===== config.mk =====
export PLATFORM = sky130hd
export DESIGN_NAME = camera_dvp_tx
export DESIGN_NICKNAME = d
export VERILOG_FILES = /design/src/rtl/camera_dvp_pkg.sv /design/src/rtl/dvp_pclk_gen.sv /design/src/rtl/camera_dvp_tx.sv
export SDC_FILE = /design/constraint.sdc
export NUM_CORES = 1
export LEC_CHECK = 0
export CORE_MARGIN = 2
export CORE_UTILIZATION = 49
export DETAILED_ROUTE_END_ITERATION = 7
export PLACE_DENSITY = 0.7
export SLEW_MARGIN = 40
export SYNTH_ARGS = -nofsm -noshare
export SYNTH_HDL_FRONTEND = slang
export SYNTH_SLANG_ARGS = --single-unit

===== constraint.sdc =====
create_clock -name clk_pixel_in -period 4.6 [get_ports clk_pixel_in]
set_clock_uncertainty 0.15 [all_clocks]
set_input_delay 0.92 -clock clk_pixel_in [delete_from_list [all_inputs] [get_ports clk_pixel_in]]
set_output_delay 0.92 -clock clk_pixel_in [all_outputs]
set_load 0.005 [all_outputs]

===== src/rtl/camera_dvp_pkg.sv =====
// Shared definitions for the DVP camera transmitter: FSM state codes and
// elaboration-time helpers for line length and counter sizing.
package camera_dvp_pkg;

    typedef logic [2:0] state_t;

    localparam state_t StIdle   = 3'd0;
    localparam state_t StVsync  = 3'd1;
    localparam state_t StVback  = 3'd2;
    localparam state_t StActive = 3'd3;
    localparam state_t StVfront = 3'd4;

    // Byte slots per line: two bytes per active pixel plus horizontal blanking.
    function automatic int unsigned line_slots(input int unsigned h_active,
                                               input int unsigned h_blank);
        return 2 * h_active + h_blank;
    endfunction

    // Width able to hold 0..max_val, never narrower than one bit.
    function automatic int unsigned cnt_width(input int unsigned max_val);
        return (max_val < 1) ? 1 : $clog2(max_val + 1);
    endfunction

    function automatic int unsigned max4(input int unsigned a, input int unsigned b,
                                         input int unsigned c, input int unsigned d);
        int unsigned m;
        m = a;
        if (b > m) m = b;
        if (c > m) m = c;
        if (d > m) m = d;
        return m;
    endfunction

endpackage


===== src/rtl/dvp_pclk_gen.sv =====
// Free-running pixel clock divider. pclk toggles every PCLK_DIV cycles of
// clk_in; fall/rise strobes are high in the cycle before the matching edge so
// the caller can update registers on exactly that clk edge.
module dvp_pclk_gen
    import camera_dvp_pkg::*;
#(
    parameter int unsigned PCLK_DIV = 2
) (
    input  logic clk_in,
    input  logic rst_n_in,
    output logic pclk_out,
    output logic fall_tick_out,
    output logic rise_tick_out
);

    localparam int unsigned DIV = (PCLK_DIV < 1) ? 1 : PCLK_DIV;
    localparam int unsigned DW  = cnt_width(DIV - 1);

    logic [DW-1:0] div_q, div_d;
    logic          pclk_q, pclk_d;
    logic          term;

    assign term = (div_q == DW'(DIV - 1));

    // Divider count and pclk toggle at terminal count.
    always_comb begin
        div_d  = term ? '0 : div_q + DW'(1);
        pclk_d = term ? ~pclk_q : pclk_q;
    end

    // Divider state; pclk starts low out of reset.
    always_ff @(posedge clk_in or negedge rst_n_in) begin
        if (!rst_n_in) begin
            div_q  <= '0;
            pclk_q <= 1'b0;
        end else begin
            div_q  <= div_d;
            pclk_q <= pclk_d;
        end
    end

    assign pclk_out      = pclk_q;
    assign fall_tick_out = term & pclk_q;
    assign rise_tick_out = term & ~pclk_q;

endmodule


===== src/rtl/camera_dvp_tx.sv =====
// OV5640-style DVP transmitter: serialises a 16-bit valid/ready pixel stream
// into hi/lo bytes with HREF-style hs and frame vs. All slot outputs change on
// the clk edge where pclk falls, so they are centred on the pclk rising edge.
module camera_dvp_tx
    import camera_dvp_pkg::*;
#(
    parameter int unsigned H_ACTIVE       = 640,
    parameter int unsigned H_BLANK        = 16,
    parameter int unsigned VSYNC_LINES    = 2,
    parameter int unsigned VBACK_LINES    = 2,
    parameter int unsigned V_ACTIVE       = 480,
    parameter int unsigned VFRONT_LINES   = 2,
    parameter int unsigned PCLK_DIV       = 2,
    parameter logic [15:0] UNDERRUN_PIXEL = 16'h0000
) (
    input  logic        clk_pixel_in,
    input  logic        rst_n_in,
    input  logic        enable_in,
    input  logic [15:0] pixel_in,
    input  logic        valid_in,
    output logic        ready_out,
    output logic        pclk_cam_out,
    output logic        hs_cam_out,
    output logic        vs_cam_out,
    output logic [7:0]  data_cam_out,
    output logic        frame_start_out,
    output logic        underrun_out
);

    localparam int unsigned LINE = line_slots(H_ACTIVE, H_BLANK);
    localparam int unsigned HW   = cnt_width(LINE);
    localparam int unsigned VMAX = max4(VSYNC_LINES, VBACK_LINES, V_ACTIVE, VFRONT_LINES);
    localparam int unsigned VW   = cnt_width(VMAX);

    logic fall_tick, rise_tick;

    dvp_pclk_gen #(
        .PCLK_DIV (PCLK_DIV)
    ) u_pclk_gen (
        .clk_in        (clk_pixel_in),
        .rst_n_in      (rst_n_in),
        .pclk_out      (pclk_cam_out),
        .fall_tick_out (fall_tick),
        .rise_tick_out (rise_tick)
    );

    function automatic int unsigned state_lines(input state_t s);
        case (s)
            StVsync:  return VSYNC_LINES;
            StVback:  return VBACK_LINES;
            StActive: return V_ACTIVE;
            StVfront: return VFRONT_LINES;
            default:  return 0;
        endcase
    endfunction

    function automatic state_t succ(input state_t s, input logic en);
        case (s)
            StIdle:   return StVsync;
            StVsync:  return StVback;
            StVback:  return StActive;
            StActive: return StVfront;
            StVfront: return en ? StVsync : StIdle;
            default:  return StIdle;
        endcase
    endfunction

    // Successor state, stepping over any state configured with zero lines.
    function automatic state_t advance(input state_t s, input logic en);
        state_t n;
        n = succ(s, en);
        for (int i = 0; i < 4; i++) begin
            if (n != StIdle && state_lines(n) == 0) n = succ(n, en);
        end
        return n;
    endfunction

    state_t         state_q, state_d, nxt_state;
    logic [HW-1:0]  hcnt_q, hcnt_d, nxt_hcnt;
    logic [VW-1:0]  vcnt_q, vcnt_d, nxt_vcnt;
    logic           hs_q, hs_d, vs_q, vs_d;
    logic [7:0]     data_q, data_d, lo_q, lo_d;
    logic           fs_q, fs_d, und_q, und_d;
    logic           full_q, full_d;
    logic [15:0]    hold_q, hold_d;
    logic           nxt_hs, nxt_vs, nxt_hi;
    logic [15:0]    send_pix;

    // Position of the slot that starts at the next pclk fall.
    always_comb begin
        nxt_state = state_q;
        nxt_hcnt  = hcnt_q;
        nxt_vcnt  = vcnt_q;
        if (state_q == StIdle) begin
            if (enable_in) nxt_state = advance(StIdle, 1'b1);
        end else if (32'(hcnt_q) + 1 < LINE) begin
            nxt_hcnt = hcnt_q + HW'(1);
        end else begin
            nxt_hcnt = '0;
            if (32'(vcnt_q) + 1 < state_lines(state_q)) begin
                nxt_vcnt = vcnt_q + VW'(1);
            end else begin
                nxt_vcnt  = '0;
                nxt_state = advance(state_q, enable_in);
            end
        end
        nxt_hs = (nxt_state == StActive) && (32'(nxt_hcnt) < 2 * H_ACTIVE);
        nxt_vs = (nxt_state == StVback) || (nxt_state == StActive) || (nxt_state == StVfront);
        nxt_hi = nxt_hs && !nxt_hcnt[0];
    end

    // Slot registers advance only on the pclk falling edge; pulses last one clk.
    always_comb begin
        state_d  = state_q;
        hcnt_d   = hcnt_q;
        vcnt_d   = vcnt_q;
        hs_d     = hs_q;
        vs_d     = vs_q;
        data_d   = data_q;
        lo_d     = lo_q;
        fs_d     = 1'b0;
        und_d    = 1'b0;
        send_pix = full_q ? hold_q : UNDERRUN_PIXEL;
        if (fall_tick) begin
            state_d = nxt_state;
            hcnt_d  = nxt_hcnt;
            vcnt_d  = nxt_vcnt;
            hs_d    = nxt_hs;
            vs_d    = nxt_vs;
            if (nxt_hi) begin
                data_d = send_pix[15:8];
                lo_d   = send_pix[7:0];
                und_d  = !full_q;
                fs_d   = (nxt_hcnt == '0) && (nxt_vcnt == '0);
            end else if (nxt_hs) begin
                data_d = lo_q;
            end else begin
                data_d = 8'h00;
            end
        end
    end

    // Holding register: a same-cycle load survives the consume of the old contents.
    always_comb begin
        full_d = full_q;
        hold_d = hold_q;
        if (fall_tick && nxt_hi) full_d = 1'b0;
        if (valid_in && !full_q) begin
            full_d = 1'b1;
            hold_d = pixel_in;
        end
    end

    // All state clears asynchronously; a truncated frame restarts from IDLE.
    always_ff @(posedge clk_pixel_in or negedge rst_n_in) begin
        if (!rst_n_in) begin
            state_q <= StIdle;
            hcnt_q  <= '0;
            vcnt_q  <= '0;
            hs_q    <= 1'b0;
            vs_q    <= 1'b0;
            data_q  <= 8'h00;
            lo_q    <= 8'h00;
            fs_q    <= 1'b0;
            und_q   <= 1'b0;
            full_q  <= 1'b0;
            hold_q  <= 16'h0000;
        end else begin
            state_q <= state_d;
            hcnt_q  <= hcnt_d;
            vcnt_q  <= vcnt_d;
            hs_q    <= hs_d;
            vs_q    <= vs_d;
            data_q  <= data_d;
            lo_q    <= lo_d;
            fs_q    <= fs_d;
            und_q   <= und_d;
            full_q  <= full_d;
            hold_q  <= hold_d;
        end
    end

    // Rising-edge strobe never coincides with a slot update.
    assert property (@(posedge clk_pixel_in) disable iff (!rst_n_in) !(rise_tick && fall_tick));

    assign ready_out       = !full_q;
    assign hs_cam_out      = hs_q;
    assign vs_cam_out      = vs_q;
    assign data_cam_out    = data_q;
    assign frame_start_out = fs_q;
    assign underrun_out    = und_q;

endmodule

==> results of run 1 <==
[per-stage QoR]
stage	cell area, µm²	setup WS [ps]
6_report	4230	691
5_1_grt	4230	338
4_1_cts	4220	707
3_5_place_dp	4010	725
3_3_place_gp	4010	799
2_1_floorplan	3630	1230
[Yosys cell counts, drive strengths merged (2+ instances only)]
cell type,instances,area (µm²)
o22ai,2,12.5
nand4,4,25.0
ha,6,75.1
o311ai,2,17.5
and3,6,37.5
o21ai,56,284
a32o,2,20.0
xor2,3,26.3
a2111oi,3,26.3
a21oi,12,60.1
o211ai,2,15.0
o31ai,14,105
nand3,22,115
mux2i,10,100
or3,4,25.0
a31oi,3,18.8
or4,3,22.5
and4,2,17.5
and2,12,75.1
nor2,30,113
xnor2,4,35.0
nor3,5,25.0
clkbuf,26,97.6
or2,4,25.0
o21a,2,15.0
dfrtp,62,1550
nor2b,4,25.0
mux2,18,203
a21o,2,15.0
buf,4,25.0
nand2,56,210
inv,9,33.8
[worst max-delay path: cells and delay by family, from the launching register on]
| family | cells | cell delay [ps] |
|---|---|---|
| AOI/OAI and AO/OA | 6 | 1180 |
| DFF | 1 | 470 |
| adders and majority gates | 2 | 530 |
| buffers and inverters | 2 | 300 |
| and+or+nand+nor | 4 | 960 |
| xor gates and xnor gates | 1 | 230 |
[report_power, final]
group	switching (mW)	total [mW]	internal, mW
logic	0.156	0.325	0.169
registers	0.0900	0.710	0.620
clock network	0.220	0.524	0.304
total	0.466	1.56	1.09
[flip-flops by register name (all words and copies together) (netlist names)]
name / flops
data_cam_out: 8
frame_start_out: 1
full_q: 1
hcnt_q: 11
hold_q: 16
hs_cam_out: 1
lo_q: 8
state_q: 3
u_pclk_gen.div_q: 1
u_pclk_gen.pclk_out: 1
underrun_out: 1
vcnt_q: 9
vs_cam_out: 1
[area by class of cell]
| cell class | instances | area, µm² |
|---|---|---|
| well taps | 99 | 124 |
| fillers | 660 | 2990 |
| repair buffers | 39 | 374 |
| inverters | 9 | 33.8 |
| clock buffers | 10 | 128 |
| multi-input cells | 313 | 1930 |
| flip-flops and latches | 62 | 1550 |
| clock inverters | 6 | 86.3 |
[cells by family (layout without fill, tap and decap cells)]
logic type | after synthesis | in the layout | synth area share
AOI/OAI and AO/OA | 115 | 115 | 0.201
xor gates and xnor gates | 7 | 7 | 0.0169
adders and majority gates | 6 | 6 | 0.0207
buffers and inverters | 39 | 64 | 0.0430
DFF | 62 | 62 | 0.427
muxes | 28 | 28 | 0.0833
and+or+nand+nor | 157 | 157 | 0.208
[routing by layer]
layer  routed length, µm  up-vias  part of all wire  global-route usage
met4                 134        0             0.017              0.0885
met3                 444       16             0.055              0.0503
met1                3690     1487              0.46               0.288
li1                    -     1536                 -                   -
met5                   0        -                 0                   0
met2                3810      106              0.47               0.339
[how the worst max path moves through the flow]
stage          startpoint      to  slack [ps]  cells after the start
2_1_floorplan   vcnt_q[0]  full_q        1230                     15
3_3_place_gp    vcnt_q[0]  full_q         800                     15
3_5_place_dp    vcnt_q[0]  full_q         730                     15
4_1_cts         vcnt_q[0]  full_q         710                     15
5_1_grt         vcnt_q[0]  full_q         340                     15
6_report        vcnt_q[0]  full_q         690                     15
==> impl_results.md, run 1 <==
* Status: complete, no violations
* GRT Residual Overflow at 0
* Highest-count cells in the layout ignoring fill and taps: dfrtp_1, nand2_1, o21ai_0
* Worst R2R Start: vcnt_q[0]
* Cell area after synthesis at 3630 µm²
* Mapped Nets at 440
* Min-delay src: u_pclk_gen.div_q
* Min Hold Slack at 330 ps
* Hold-critical path depth at 1
* Period minus WS final at 3910 ps
* Yosys Warn Count at 0
* Post-Layout Cell Count at 538
* GPL Wtd Cong at 0.933
* Worst hold endpoint: u_pclk_gen.div_q
* RSZ-0062 raised after global routing: false
* Crit Path Class: flop to flop
* Post-CTS Setup Repair Bufs at 0
* Nets@finish at 460
* Critical Path AT at 4000 ps
* Area Overhead vs Synth at 16.4%
* Register clock-pin slew on the reported worst setup and hold paths at 70 ps
* PD cells at 369 nW/µm²
* Sequential element share of the synthesized area at 0.427
* Initial antenna violation count at 0
* Number of synthesized flops with an enable pin at 0
* First-pass GRT wire length at 14,300 µm
* Async SR Flop Fraction at 1.00
* Vias in the first global route at 3,023
* Routed len/inst at 15.0 µm
* Total chip power at 1.56 mW
* CP cell instances: ha_1 > nand3_1 > nor2_1 > nand3_1 > xor2_1 > inv_1 > ha_1 > a31o_2 > o22ai_1 > a21oi_1 > o31ai_1 > o2111ai_2 > buf_4 > or2_1 > a21o_1
* Peak Freq at 256 MHz
* Register-to-Register Path Depth at 15
* Hold buffers post-CTS at 0
* CTS max path bufs at 2
* Critical path data required time at 4690 ps
* Detailed router's first-iteration violation count at 325
* Yosys cell types at 58
* CP max stage delay at 470 ps
* CTS tree: built
* Initial Utilization at 0.504
* Hold WC Path Type: flop to flop
* Clock sink count at 62
* Syn Area/Cell at 8.78 µm²
* Die H at 90.1 µm
* Core box area at 7210 µm²
* Final Setup Violations at 0
* Synthesized instance count at 414
* R2R setup slack at 690 ps
* Largest net degree at the start of global routing at 63
* Worst-case vdd ir drop at 186 µV
* IO Pins at 34
* Leakage at 1.79 nW
* Clk_lat worst skew at 350 ps
* RR Endpoint: full_q
* Final Cycle Share at 0.850
* DRC at 0
* Routed WL at 8080 µm
* CTS H-tree lvls at 3
* Drt via density at 5.85
* Row cnt at 31
* Synth Register Bits at 62
* Antenna Nets Post-Route at 0
* Max-cap violation count at 0
* Pre-antenna DRT Iters at 5
* Die Area at 8120 µm²
* Diode count at 0
* Critical-path top delay cell: dfrtp_1
* Root Buffer: clkbuf_8
* Total track usage at 0.216
* DIE WIDTH at 90.1 µm
* Share of cells above drive strength 1 at 0.112
* Crit end category: flop
* Most common cell after layout, fill and taps aside: dfrtp_1
* Total CTS buffers at 9
* Worst slew margin at 0.537
* Dpl hpwl at 5670 µm
* Max FO, Critical Path at 18
* Post-CTS resize count at 0
* Slew @ Worst Pin at 694 ps
* TNS Setup at 0 ps
* Setup crit start kind: flop
* Port-buffer cells at 33
* Slew Limit Fails at 0
* Dpl cells at 522
* Core Util, Final at 0.586
* Final Hold Vio Count at 0
* Main synth FF type: dfrtp_1
* Vias at 3,145
(Power assumes the default switching activity.)
==> run 2: changes to the inputs <==
- PLACE_DENSITY: 0.7 -> 0.73
- clock period: 4.6 -> 3.57 ns (I/O delays scaled with it)
==> run 2 against run 1 <==
Net effect: clock power up 37%; combinational power up 46%; maximum frequency up 16%; clock-buffer cell count up 1; hold slack worse by 120 ps; non-clock buffer count up 12; critical endpoint is now frame_start_out; largest cell class unchanged.
==> impl_results.md, run 2 (synthesis gave the netlist of run 1 again) <==
* Worst R2R Start: vcnt_q[0]
* Core Util, Final at 0.604 (+0.0179)
* CP Buf/Inv Count at 0 (-2)
* R2R setup slack at 200 ps (-490 ps)
* Largest net degree at the start of global routing at 39 (-38%)
* Die H at 90.1 µm (unchanged)
* Final worst-path setup slack at 199 ps (-493 ps)
* DRC at 0 (unchanged)
* Final Instance Area at 4360 µm² (+3.0%)
* Total track usage at 0.221 (+0.00510)
* Leakage at 1.85 nW (+3.5%)
* Highest-count cells in the layout ignoring fill and taps: dfrtp_1, nand2_1, o21ai_0
* Initial antenna violation count at 0 (unchanged)
* Root Buffer: clkbuf_8
* Max-cap violation count at 0 (unchanged)
* DP Area at 4100 µm² (+2.2%)
* Diode count at 0 (unchanged)
* Dpl hpwl at 6080 µm (+7.4%)
* Worst-case vdd ir drop at 310 µV (+67%)
* Area occupied by multi-input gates at 1960 µm² (+1.5%)
* Flop pwr share at 0.428 (-0.028)
* Hold WC Path Type: primary input to asynchronous set/reset pin
* Slew Limit Fails at 0 (unchanged)
* Register clock-pin slew on the reported worst setup and hold paths at 80 ps (about the same)
* Crit. Startpoint: vcnt_q[0]
* Critical-path top delay cell: dfrtp_2
* Fill count at 653 (-1.1%)
* Total chip power at 2.09 mW (+34%)
* First-pass GRT wire length at 14,600 µm (+2.4%)
* Die Area at 8120 µm² (unchanged)
* CTS tree: built
* Most flops, register: hold_q
* Core box area at 7210 µm² (unchanged)
* Critical Path AT at 3500 ps (-500 ps)
* Top flop regs: hold_q x16, hcnt_q x11, vcnt_q x9
* Clock sink count at 62 (unchanged)
* TNS Setup at 0 ps (unchanged)
* Routed WL at 8670 µm (+7.3%)
* Sw Share at 0.304 (+0.00504)
* Max FO, Critical Path at 9 (-9)
* Critical path data required time at 3700 ps (-990 ps)
* Placement Setup Slack at 95.7 ps (-630 ps)
* Final Setup Violations at 0 (unchanged)
* DIE WIDTH at 90.1 µm (unchanged)
* CTS H-tree lvls at 3 (unchanged)
* Routed len/inst at 15.8 µm (+5.0%)
* Port-buffer cells at 33 (unchanged)
* GRT met2 Usage at 0.346 (+0.00689)
* Drt via density at 5.83 (-0.22%)
* Status: complete, no violations
* Min Hold Slack at 214 ps (-116 ps)
* GRT Max-Usage Layer: met2
* CP max stage delay at 430 ps (-40 ps)
* Top cell by count, worst path: a21oi_1
* CTS max path bufs at 2 (unchanged)
* Sequential cell area at 1560 µm² (+0.32%)
* Max reg flops at 16 (unchanged)
* Total CTS buffers at 9 (unchanged)
* Initial Utilization at 0.504 (unchanged)
* Vias in the first global route at 2,991 (-1.1%)
* Net Sw Power at 0.635 mW (+36%)
* Final Hold Vio Count at 0 (unchanged)
* Area Overhead vs Synth at 19.9%
* IO Pins at 34 (unchanged)
* Final Cycle Share at 0.944 (+0.0946)
* Worst slew margin at 0.531 (-0.00599)
* Detailed router's first-iteration violation count at 267 (-18%)
* Setup crit start kind: flop
* Slew @ Worst Pin at 701 ps (+6.39 ps)
* Vias at 3,208 (+2.0%)
* Most common cell after layout, fill and taps aside: dfrtp_1
* Crit Path Class: flop to flop
* Clk_lat worst skew at 350 ps (about the same)
* Dpl cells at 534 (+2.3%)
* GPL Wtd Cong at 0.914 (-2.1%)
* Clock power frac at 0.344 (+0.008)
* Share of cells above drive strength 1 at 0.160 (+0.0480)
* Met3 Resource Use GR at 0.0503 (unchanged)
* Proportion of power drawn by combinational gates at 0.227 (+0.019)
* PD cells at 479 nW/µm² (+30%)
* Nets@finish at 472 (+2.6%)
* CP cell instances: and3_1 > nand3_1 > nor2_2 > xor2_1 > ha_1 > a21oi_1 > nand2_1 > nor3_2 > a21oi_1 > o31ai_1 > o2111ai_2 > a2111oi_1 > and4_1
* CP delay by family, top: simple AND/OR/NAND/NOR gates
* Met1 usage at 0.303 (+0.0149)
* Row cnt at 31 (unchanged)
* GRT Residual Overflow at 0 (unchanged)
* Period minus WS final at 3370 ps (-537 ps)
* Pre-antenna DRT Iters at 6 (+1)
* Post-Layout Cell Count at 550 (+2.2%)
* Int Pwr at 1.45 mW (+33%)
* Crit end category: flop
* Peak Freq at 297 MHz (+16%)
* Antenna Nets Post-Route at 0 (unchanged)
run 2: changes by cell type in the layout (fill, tap and decap cells not counted), moves of 2 or more:
cell / delta
buf_4: +13
dfrtp_1: -4
dfrtp_2: +4
nor2_1: -2
nor2_2: +2
run 2: metal layers:
metal,up-vias,part of all wire
met5,-,0
met4,0,0.015
met3,14,0.046
met2,88,0.47
met1,1551,0.47
li1,1555,-
run 2: final timing paths:
check / end / cells past startpoint
max in group asynchronous: hold_q[3] / 2
worst max-delay path: frame_start_out / 13
worst min-delay path: hcnt_q[8] / 1
worst min register to register: u_pclk_gen.div_q / 1
min in group clk_pixel_in: u_pclk_gen.div_q / 1
worst max register to register: frame_start_out / 13
run 2: worst reg2reg max path: cells and delay by family (launching register included):
kind / cells / cell delay (ps)
simple gates: 6 / 1200
compound gates: 5 / 1070
fa+ha+maj: 1 / 280
flops: 1 / 430
xor+xnor: 1 / 170
run 2: power groups by stage:
stage          Clock [mW]  Combinational [mW]  Sequential, mW
2_1_floorplan           0               0.376           0.849
3_3_place_gp            0               0.450           0.897
3_5_place_dp            0               0.464           0.904
4_1_cts             0.726               0.469           0.890
5_1_grt             0.761               0.527           0.911
6_report            0.719               0.474           0.894
run 2: timing repair:
action                     CTS  global route
setup endpoints to repair    0            28
hold buffers                 0             0
buffers inserted             0             0
hold endpoints to repair     0             0
gates resized for setup      0            12
run 2: cell type report:
type,count,share of cell area
multi-input combinational,313,0.450
sequential,62,0.357
timing repair buffer,51,0.106
clock buffer,11,0.0325
tap,99,0.0284
clock inverter,5,0.0187
inverter,9,0.00775
